===== src/rtl/sniffer_pkg.sv =====
// ============================================================================
// sniffer_pkg : shared types and defaults for the capture-FIFO drain path
// Rev 1.0 : initial release
// ============================================================================
`default_nettype none

package sniffer_pkg;

    localparam int DATA_W_DEFAULT  = 64;
    localparam int PKT_LEN_DEFAULT = 256;

    typedef logic [63:0] data_t;

    // Encoded so that the state value equals the buffer occupancy.
    typedef enum logic [1:0] {
        EMPTY = 2'd0,
        ONE   = 2'd1,
        FULL  = 2'd2
    } buf_state_e;

endpackage

`default_nettype wire


===== src/rtl/stream_skid_buf.sv =====
// ============================================================================
// stream_skid_buf : 2-entry output buffer presenting captured words as an
//                   AXI4-Stream source (head/second registers + occupancy FSM)
// Rev 1.0 : initial release
// ============================================================================
`default_nettype none

module stream_skid_buf
    import sniffer_pkg::*;
#(
    parameter int DATA_W = DATA_W_DEFAULT
) (
    input  logic              clk,
    input  logic              arst,
    input  logic              cap_valid,
    input  logic [DATA_W-1:0] cap_data,
    input  logic              m_tready,
    output logic [DATA_W-1:0] m_tdata,
    output logic              m_tvalid,
    output logic [1:0]        occ
);

    buf_state_e        state_q, state_d;
    logic [DATA_W-1:0] head_q, head_d;
    logic [DATA_W-1:0] second_q, second_d;
    logic              w_xfer;

    assign m_tvalid = (state_q != EMPTY);
    assign m_tdata  = head_q;
    assign occ      = state_q;
    assign w_xfer   = m_tvalid && m_tready;

    always_comb begin
        state_d  = state_q;
        head_d   = head_q;
        second_d = second_q;
        case (state_q)
            EMPTY: begin
                if (cap_valid) begin
                    head_d  = cap_data;
                    state_d = ONE;
                end
            end
            ONE: begin
                if (cap_valid && w_xfer) begin
                    head_d = cap_data;
                end else if (cap_valid) begin
                    second_d = cap_data;
                    state_d  = FULL;
                end else if (w_xfer) begin
                    state_d = EMPTY;
                end
            end
            FULL: begin
                // The pop rule in the parent keeps captures away from FULL.
                if (w_xfer) begin
                    head_d  = second_q;
                    state_d = ONE;
                end
            end
            default: state_d = EMPTY;
        endcase
    end

    always_ff @(posedge clk or posedge arst) begin
        if (arst) begin
            state_q  <= EMPTY;
            head_q   <= '0;
            second_q <= '0;
        end else begin
            state_q  <= state_d;
            head_q   <= head_d;
            second_q <= second_d;
        end
    end

endmodule

`default_nettype wire


===== src/rtl/fifo_stream_reader.sv =====
// ============================================================================
// fifo_stream_reader : drains a 1-cycle-latency FIFO into a packetised
//                      AXI4-Stream; optional counters via FIFO_READER_STATS_EN
// Rev 1.0 : initial release
// ============================================================================
`default_nettype none

module fifo_stream_reader
    import sniffer_pkg::*;
#(
    parameter int DATA_W  = DATA_W_DEFAULT,
    parameter int PKT_LEN = PKT_LEN_DEFAULT
) (
    input  logic                clk,
    input  logic                arst,
    input  logic                fifo_empty,
    output logic                fifo_rd_en,
    input  logic [DATA_W-1:0]   fifo_dout,
    output logic [DATA_W-1:0]   m_tdata,
    output logic [DATA_W/8-1:0] m_tkeep,
    output logic                m_tlast,
    output logic                m_tvalid,
    input  logic                m_tready
`ifdef FIFO_READER_STATS_EN
    ,
    output logic [31:0]         beat_cnt,
    output logic [31:0]         pkt_cnt
`endif
);

    localparam int                c_idx_w    = (PKT_LEN > 1) ? $clog2(PKT_LEN) : 1;
    localparam logic [c_idx_w-1:0] c_last_idx = c_idx_w'(PKT_LEN - 1);

    logic               inflight_q, inflight_d;
    logic [c_idx_w-1:0] idx_q, idx_d;
    logic [1:0]         w_occ;
    logic [2:0]         w_pending;
    logic               w_xfer;

    stream_skid_buf #(
        .DATA_W (DATA_W)
    ) u_skid (
        .clk       (clk),
        .arst      (arst),
        .cap_valid (inflight_q),
        .cap_data  (fifo_dout),
        .m_tready  (m_tready),
        .m_tdata   (m_tdata),
        .m_tvalid  (m_tvalid),
        .occ       (w_occ)
    );

    assign w_xfer    = m_tvalid && m_tready;
    // Words already owned (buffered + in flight) after this cycle's transfer.
    assign w_pending = {1'b0, w_occ} + {2'b00, inflight_q} - {2'b00, w_xfer};
    assign fifo_rd_en = !arst && !fifo_empty && (w_pending < 3'd2);

    assign m_tlast = m_tvalid && (idx_q == c_last_idx);
    assign m_tkeep = {(DATA_W/8){m_tvalid}};

    always_comb begin
        inflight_d = fifo_rd_en;
        idx_d      = idx_q;
        if (w_xfer) begin
            idx_d = (idx_q == c_last_idx) ? '0 : idx_q + c_idx_w'(1);
        end
    end

    always_ff @(posedge clk or posedge arst) begin
        if (arst) begin
            inflight_q <= 1'b0;
            idx_q      <= '0;
        end else begin
            inflight_q <= inflight_d;
            idx_q      <= idx_d;
        end
    end

    a_no_overflow: assert property (@(posedge clk) disable iff (arst)
        ({1'b0, w_occ} + {2'b00, inflight_q}) <= 3'd2);

`ifdef FIFO_READER_STATS_EN
    logic [31:0] beat_cnt_q, beat_cnt_d;
    logic [31:0] pkt_cnt_q, pkt_cnt_d;

    always_comb begin
        beat_cnt_d = beat_cnt_q;
        pkt_cnt_d  = pkt_cnt_q;
        if (w_xfer) begin
            beat_cnt_d = beat_cnt_q + 32'd1;
            if (m_tlast) begin
                pkt_cnt_d = pkt_cnt_q + 32'd1;
            end
        end
    end

    always_ff @(posedge clk or posedge arst) begin
        if (arst) begin
            beat_cnt_q <= '0;
            pkt_cnt_q  <= '0;
        end else begin
            beat_cnt_q <= beat_cnt_d;
            pkt_cnt_q  <= pkt_cnt_d;
        end
    end

    assign beat_cnt = beat_cnt_q;
    assign pkt_cnt  = pkt_cnt_q;
`endif

endmodule

`default_nettype wire


===== config.mk =====
export PLATFORM = sky130hd
export DESIGN_NAME = fifo_stream_reader
export DESIGN_NICKNAME = d
export VERILOG_FILES = /design/src/rtl/sniffer_pkg.sv /design/src/rtl/stream_skid_buf.sv /design/src/rtl/fifo_stream_reader.sv
export SDC_FILE = /design/constraint.sdc
export NUM_CORES = 1
export LEC_CHECK = 0
export CORE_UTILIZATION = 45
export DETAILED_ROUTE_END_ITERATION = 8
export PLACE_DENSITY = 0.72
export SLEW_MARGIN = 40
export SYNTH_ARGS = -nofsm -noshare
export SYNTH_HDL_FRONTEND = slang
export SYNTH_SLANG_ARGS = --single-unit
export TNS_END_PERCENT = 20

===== constraint.sdc =====
create_clock -name clk -period 5.68 [get_ports clk]
set_clock_uncertainty 0.05 [all_clocks]
set_input_delay 0.852 -clock clk [delete_from_list [all_inputs] [get_ports clk]]
set_output_delay 0.852 -clock clk [all_outputs]
set_load 0.05 [all_outputs]

Yosys cells after proc, flatten, opt, wreduce, memory -nomap -nowiden

Index checks and enable logic that the tools add are counted.
W data, S select, Z words.

Equality and inequality tests: 8
Bitwise operators: 1
Order comparisons: 1
Muxes and demuxes: 11
$add $sub $neg: 3
Reductions and logical operators: 13

Operators by type and width:

| cell                  | count |
|---|---|
| $mux W64              | 3 |
| $pmux W64 S3          | 1 |
| $mux W2               | 5 |
| $add A8 B1 Y8 const B | 1 |
| $eq A8 B8 Y1 const B  | 1 |
| $mux W8               | 1 |
| $reduce_and A4 Y1     | 2 |
| $pmux W2 S3           | 1 |
| $logic_and A1 B1 Y1   | 5 |
| $ne A2 B1 Y1 const B  | 2 |
| $ne A2 B2 Y1 const B  | 2 |
| $add A2 B1 Y3         | 1 |
| $lt A3 B2 Y1 const B  | 1 |
| $ne A3 B2 Y1 const B  | 1 |
| $reduce_and A3 Y1     | 1 |
| $reduce_bool A3 Y1    | 1 |
| $sub A3 B1 Y3         | 1 |
| $eq A2 B1 Y1 const B  | 1 |
| $eq A2 B2 Y1 const B  | 1 |
| $logic_not A1 Y1      | 2 |
| $logic_not A2 Y1      | 1 |
| $reduce_bool A2 Y1    | 1 |
| $not A1 Y1            | 1 |

Register bits after elaboration: 139
Input port bits: 68
Logic and storage cells: 42
Output and inout bits: 75

Depth between registers and ports, before layout

Word-level depth: 6
Mapped depth: 7
Mapped depth without buffers: 6

Modules after synthesis

Synthesis repeated with hierarchy kept, for this count alone.

Cell total of the unflattened synthesis: 413
Area total of the unflattened synthesis: 6219.7 um^2

By module, submodules not included:

| module             | seq. area each (um^2) | area an instance (um^2) | cells an instance | instances |
|---|---|---|---|---|
| stream_skid_buf    | 3253.1                | 5661.7                  | 354               | 1 |
| fifo_stream_reader | 225.2                 | 558.0                   | 59                | 1 |

Worst setup path before layout

No wires, ideal clock.

Path type: input to output
Start: input port m_tready
End: output port fifo_rd_en
Data arrival time: 3.420 ns
Stages on the path: 5
Buffers on the path: 0
Data required time: 4.778 ns
Setup slack: 1.358 ns
Path through: and2b_4 -> o21ai_0 -> fa_1 -> xor2_1 -> nor4b_1

Word-level cells in the longest chain between the ends: 4

RTL lines:

| element             | RTL line                 | RTL |
|---|---|---|
| start: declaration  | fifo_stream_reader.sv:23 | `input logic m_tready` |
| $logic_and A1 B1 Y1 | fifo_stream_reader.sv:53 | `assign w_xfer = m_tvalid && m_tready;` |
| $sub A3 B1 Y3       | fifo_stream_reader.sv:55 | `assign w_pending = {1'b0, w_occ} + {2'b00, inflight_q} - {2'b00, w_xfer};` |
| $lt A3 B2 Y1        | fifo_stream_reader.sv:56 | `assign fifo_rd_en = !arst && !fifo_empty && (w_pending < 3'd2);` |
| $logic_and A1 B1 Y1 | fifo_stream_reader.sv:56 |  |
| end: declaration    | fifo_stream_reader.sv:17 | `output logic fifo_rd_en,` |

Every way passes these cells.

Worst setup path in the final report

Same ends and word-level chain as after synthesis.

==> impl_summary.txt <==
----------------------------------------------------
[Clocking]
  Clock Root Buffer ... sky130_fd_sc_hd__clkbuf_16
  Count of cells resized by post-cts repair ... 0
  H-tree depth ... 4
  Cts hold-fix bufs ... 0
  Insertion delay of the later-clocked pin in the worst-skew pair ... 0.41 ns
  TritonCTS Buffers ... 17
  Post-CTS setup repair buffer count ... 0
  CTS sink cnt ... 139
  Clock edge transition at the registers on the reported setup and hold paths ... 0.05 ns
  Max Buffers Root-to-Sink ... 2
  TritonCTS clock tree ... built

[Finish]
  Number of inserted diodes ... 0
  Layout-stage area growth over the synthesis result ... 31.3%
  Proportion of layout cells with a drive suffix above 1 ... 42.1%
  Non-filler cells in the finished layout ... 740
  Nets ... 618

[Place]
  Estimated wirelength of the detail-placed design ... 8.40 mm
  Cell count after placement ... 709
  Number of I/O port buffers ... 142
  Weighted congestion at the end of routability-driven global placement ... 0.738

[Drt]
  Detailed-route via count ... 3779
  TritonRoute pass-1 iters ... 4
  Starting DRT DRC Count ... 173
  Average wire length per cell after detail routing ... 17.4 um
  Vias per cell ... 5.11
  Total routed wirelength ... 12.9 mm
  Remaining DRCs ... 0
  Post-route antenna net violation count ... 0

[Power]
  Net switching power figure ... 0.00219 W
  Sequential cell fraction of total power ... 31.6%
  Cell Int Power ... 0.00339 W
  Part of the total power dissipated in the clock network ... 18.5%
  Switching part of the total ... 39.2%
  Share of power burned in combinational logic ... 49.9%
  Reported leakage power ... 3.69 nW
  Peak supply drop ... 0.000400 V
  Pwr/cell area ... 655 nW/um^2

[Logic synthesis]
  Ys flop type ... sky130_fd_sc_hd__dfrtp_1
  Total of warnings raised by yosys ... 0
  Distinct cell type count after synthesis ... 36
  Synthesized area per cell ... 15.9 um^2
  Cell accounting for the most synthesized area ... sky130_fd_sc_hd__dfrtp_1
  Seq/Total Area, Yosys ... 53.6%
  Leading post-synthesis cells by instance count ... sky130_fd_sc_hd__dfrtp_1, sky130_fd_sc_hd__mux2_2, sky130_fd_sc_hd__mux2_4
  Ys async rst share ... 100%
  Number of enable-type register cells in the synthesized netlist ... 0
  Area share of the leading cell type in the synthesized netlist ... 53.6%
  FF+latch count, synth ... 139
  Number of cells produced by synthesis ... 409
  Combined area of all synthesized cells ... 6480 um^2
  Synth Net Count ... 479
  Most numerous cell in the Yosys netlist ... sky130_fd_sc_hd__dfrtp_1
  Cell types with the largest area share after synthesis ... sky130_fd_sc_hd__dfrtp_1, sky130_fd_sc_hd__mux2_2, sky130_fd_sc_hd__mux2_4

[Die]
  Total core area ... 14000 um^2
  Die boundary width ... 122 um
  Die height ... 122 um
  Starting utilization of the core area ... 46.4%
  Row count ... 43
  Die Outline Area ... 14900 um^2
  Top-Level Pins ... 143

[Worst setup path]
  Launch instance of the worst register-to-register path ... u_skid.occ[1]
  Dominant cell type by count on the critical path ... sky130_fd_sc_hd__clkdlybuf4s50_1
  Maximum single-stage delay on the critical path ... 0.88 ns
  Startpoint type of the worst setup path ... input port
  Critical path arrival ... 3.72 ns
  Critical path origin ... m_tready
  Worst-path fanout max ... 6
  Critical path buffers and inverters ... 3
  Capturing element type of the critical path ... output port
  Worst EP required ... 4.78 ns
  Kind of cell with the highest combined delay on the critical path ... buffers and inverters
  Max stage delay cell, worst path ... sky130_fd_sc_hd__clkdlybuf4s50_1
  Type of the worst setup path ... in2out
  Worst path cell trace ... clkdlybuf4s50_1 -> nand3b_1 -> inv_1 -> o21ai_0 -> fa_1 -> xor2_1 -> nor4b_1 -> clkdlybuf4s50_1

[Run]
  Number of violations of the max-capacitance limit ... 0

[Hold path]
  Critical hold path startpoint ... u_skid.second_q[37]
  Min-Delay Path Class ... reg2reg

[Global route]
  Global-route wire length before repair ... 20.9 mm
  Layer carrying the most global-route usage ... met2
  Number of antenna violations at the first check in global routing ... 0
  Global Route Usage Sum ... 18.7%
  Met2 routing resource usage after global routing ... 29.3%
  Met1 Use GR ... 23.4%
  Largest net degree at the start of global routing ... 86
  Sum of overflow across all layers after global routing ... 0
  Global Route met3 Usage ... 7.12%
  Vias in the first global route ... 4042

[STA]
  Final hold violations ... 0
  Unrepaired setup endpoints after global routing ... no
  Endpoints failing setup ... 0
  Total Neg Setup Slack ... 0 ns
  Rel. slew slack ... 47.4%
  Clock period minus worst slack ... 4.62 ns
  Worst hold-check slack ... 0.451 ns
  Worst Max-Slew Pin Slew ... 0.790 ns
  Period utilization ... 81.4%
  Max Fclk ... 216 MHz
  Final Max Tran Viols ... 0

[Status]
  Status ... complete, no violations

----------------------------------------------------
==> through the flow <==
step	worst slack, ns	total power (W)	util, %	instance area, um^2
finish	1.06	0.00558	60.9	8520
global route	0.875	0.00585	60.9	8520
CTS	0.986	0.00564	60.9	8510
detailed placement	0.987	0.00458	56.9	7960
global placement	1.24	0.00448	56.6	7920
floorplan	1.05	0.00383	-	6480
==> state kept, by name (all words and copies together) (netlist names) <==
| name | flops |
|---|---|
| inflight_q | 1 |
| u_skid.m_tdata | 64 |
| u_skid.second_q | 64 |
| idx_q | 8 |
| u_skid.occ | 2 |
==> worst paths after layout <==
kind	depth (start not counted)	slack [ns]	endpoint
max reg2reg	4	3.12	u_skid.m_tdata[54]
min reg2reg	1	0.45	u_skid.second_q[37]
max	8	1.06	fifo_rd_en
max in group asynchronous	3	3.49	u_skid.m_tdata[6]
min in group asynchronous	2	0.92	u_skid.m_tdata[55]
min	1	0.45	u_skid.second_q[37]
==> metal layers <==
layer  share of wire (%)  wire length [um]
met1                  45              5760
met4                 1.3               167
met2                  47              6110
met3                 6.7               869
met5                   0                 0
==> cells by family (layout without fill, tap and decap cells) <==
kind of cell,count (synthesis),count (layout),share of synthesized area (%)
compound gates,15,15,1.74
buf+inv,32,183,4.36
fa+ha+maj,2,2,0.502
flops,139,139,53.6
xor+xnor,5,5,0.676
simple gates,23,23,2.08
mux,193,193,37.0
==> power by group through the flow <==
stage	sequential (W)	combinational, W	clock (W)
floorplan	0.00253	0.00131	0
global placement	0.00174	0.00274	0
detailed placement	0.00178	0.00280	0
CTS	0.00177	0.00281	0.00106
global route	0.00183	0.00291	0.00111
finish	0.00176	0.00278	0.00103
==> final cells by class <==
cell class | instances | area, um^2
tap | 180 | 225
sequential | 139 | 3480
inverter | 3 | 18.8
fill | 1061 | 5470
timing repair buffer | 149 | 1510
clock buffer | 23 | 488
clock inverter | 8 | 67.6
multi-input combinational | 238 | 2730
==> cells in the final DEF (no fill, tap or decap), types with 2 or more instances in the layout <==
cell type,synthesis,layout
sky130_fd_sc_hd__buf_4,15,3
sky130_fd_sc_hd__xor2_1,2,2
sky130_fd_sc_hd__nand2_1,8,8
sky130_fd_sc_hd__clkbuf_16,0,17
sky130_fd_sc_hd__clkbuf_8,0,4
sky130_fd_sc_hd__inv_1,3,2
sky130_fd_sc_hd__o21ai_0,4,4
sky130_fd_sc_hd__clkbuf_1,1,2
sky130_fd_sc_hd__clkinv_2,0,6
sky130_fd_sc_hd__mux2_4,60,60
sky130_fd_sc_hd__nand3_1,2,2
sky130_fd_sc_hd__xnor2_1,3,3
sky130_fd_sc_hd__nor3_1,2,2
sky130_fd_sc_hd__o211ai_1,3,3
sky130_fd_sc_hd__buf_8,0,2
sky130_fd_sc_hd__mux2_2,133,133
sky130_fd_sc_hd__clkdlybuf4s50_1,0,142
sky130_fd_sc_hd__dfrtp_1,139,139
Power figures use the tool's default switching activity.
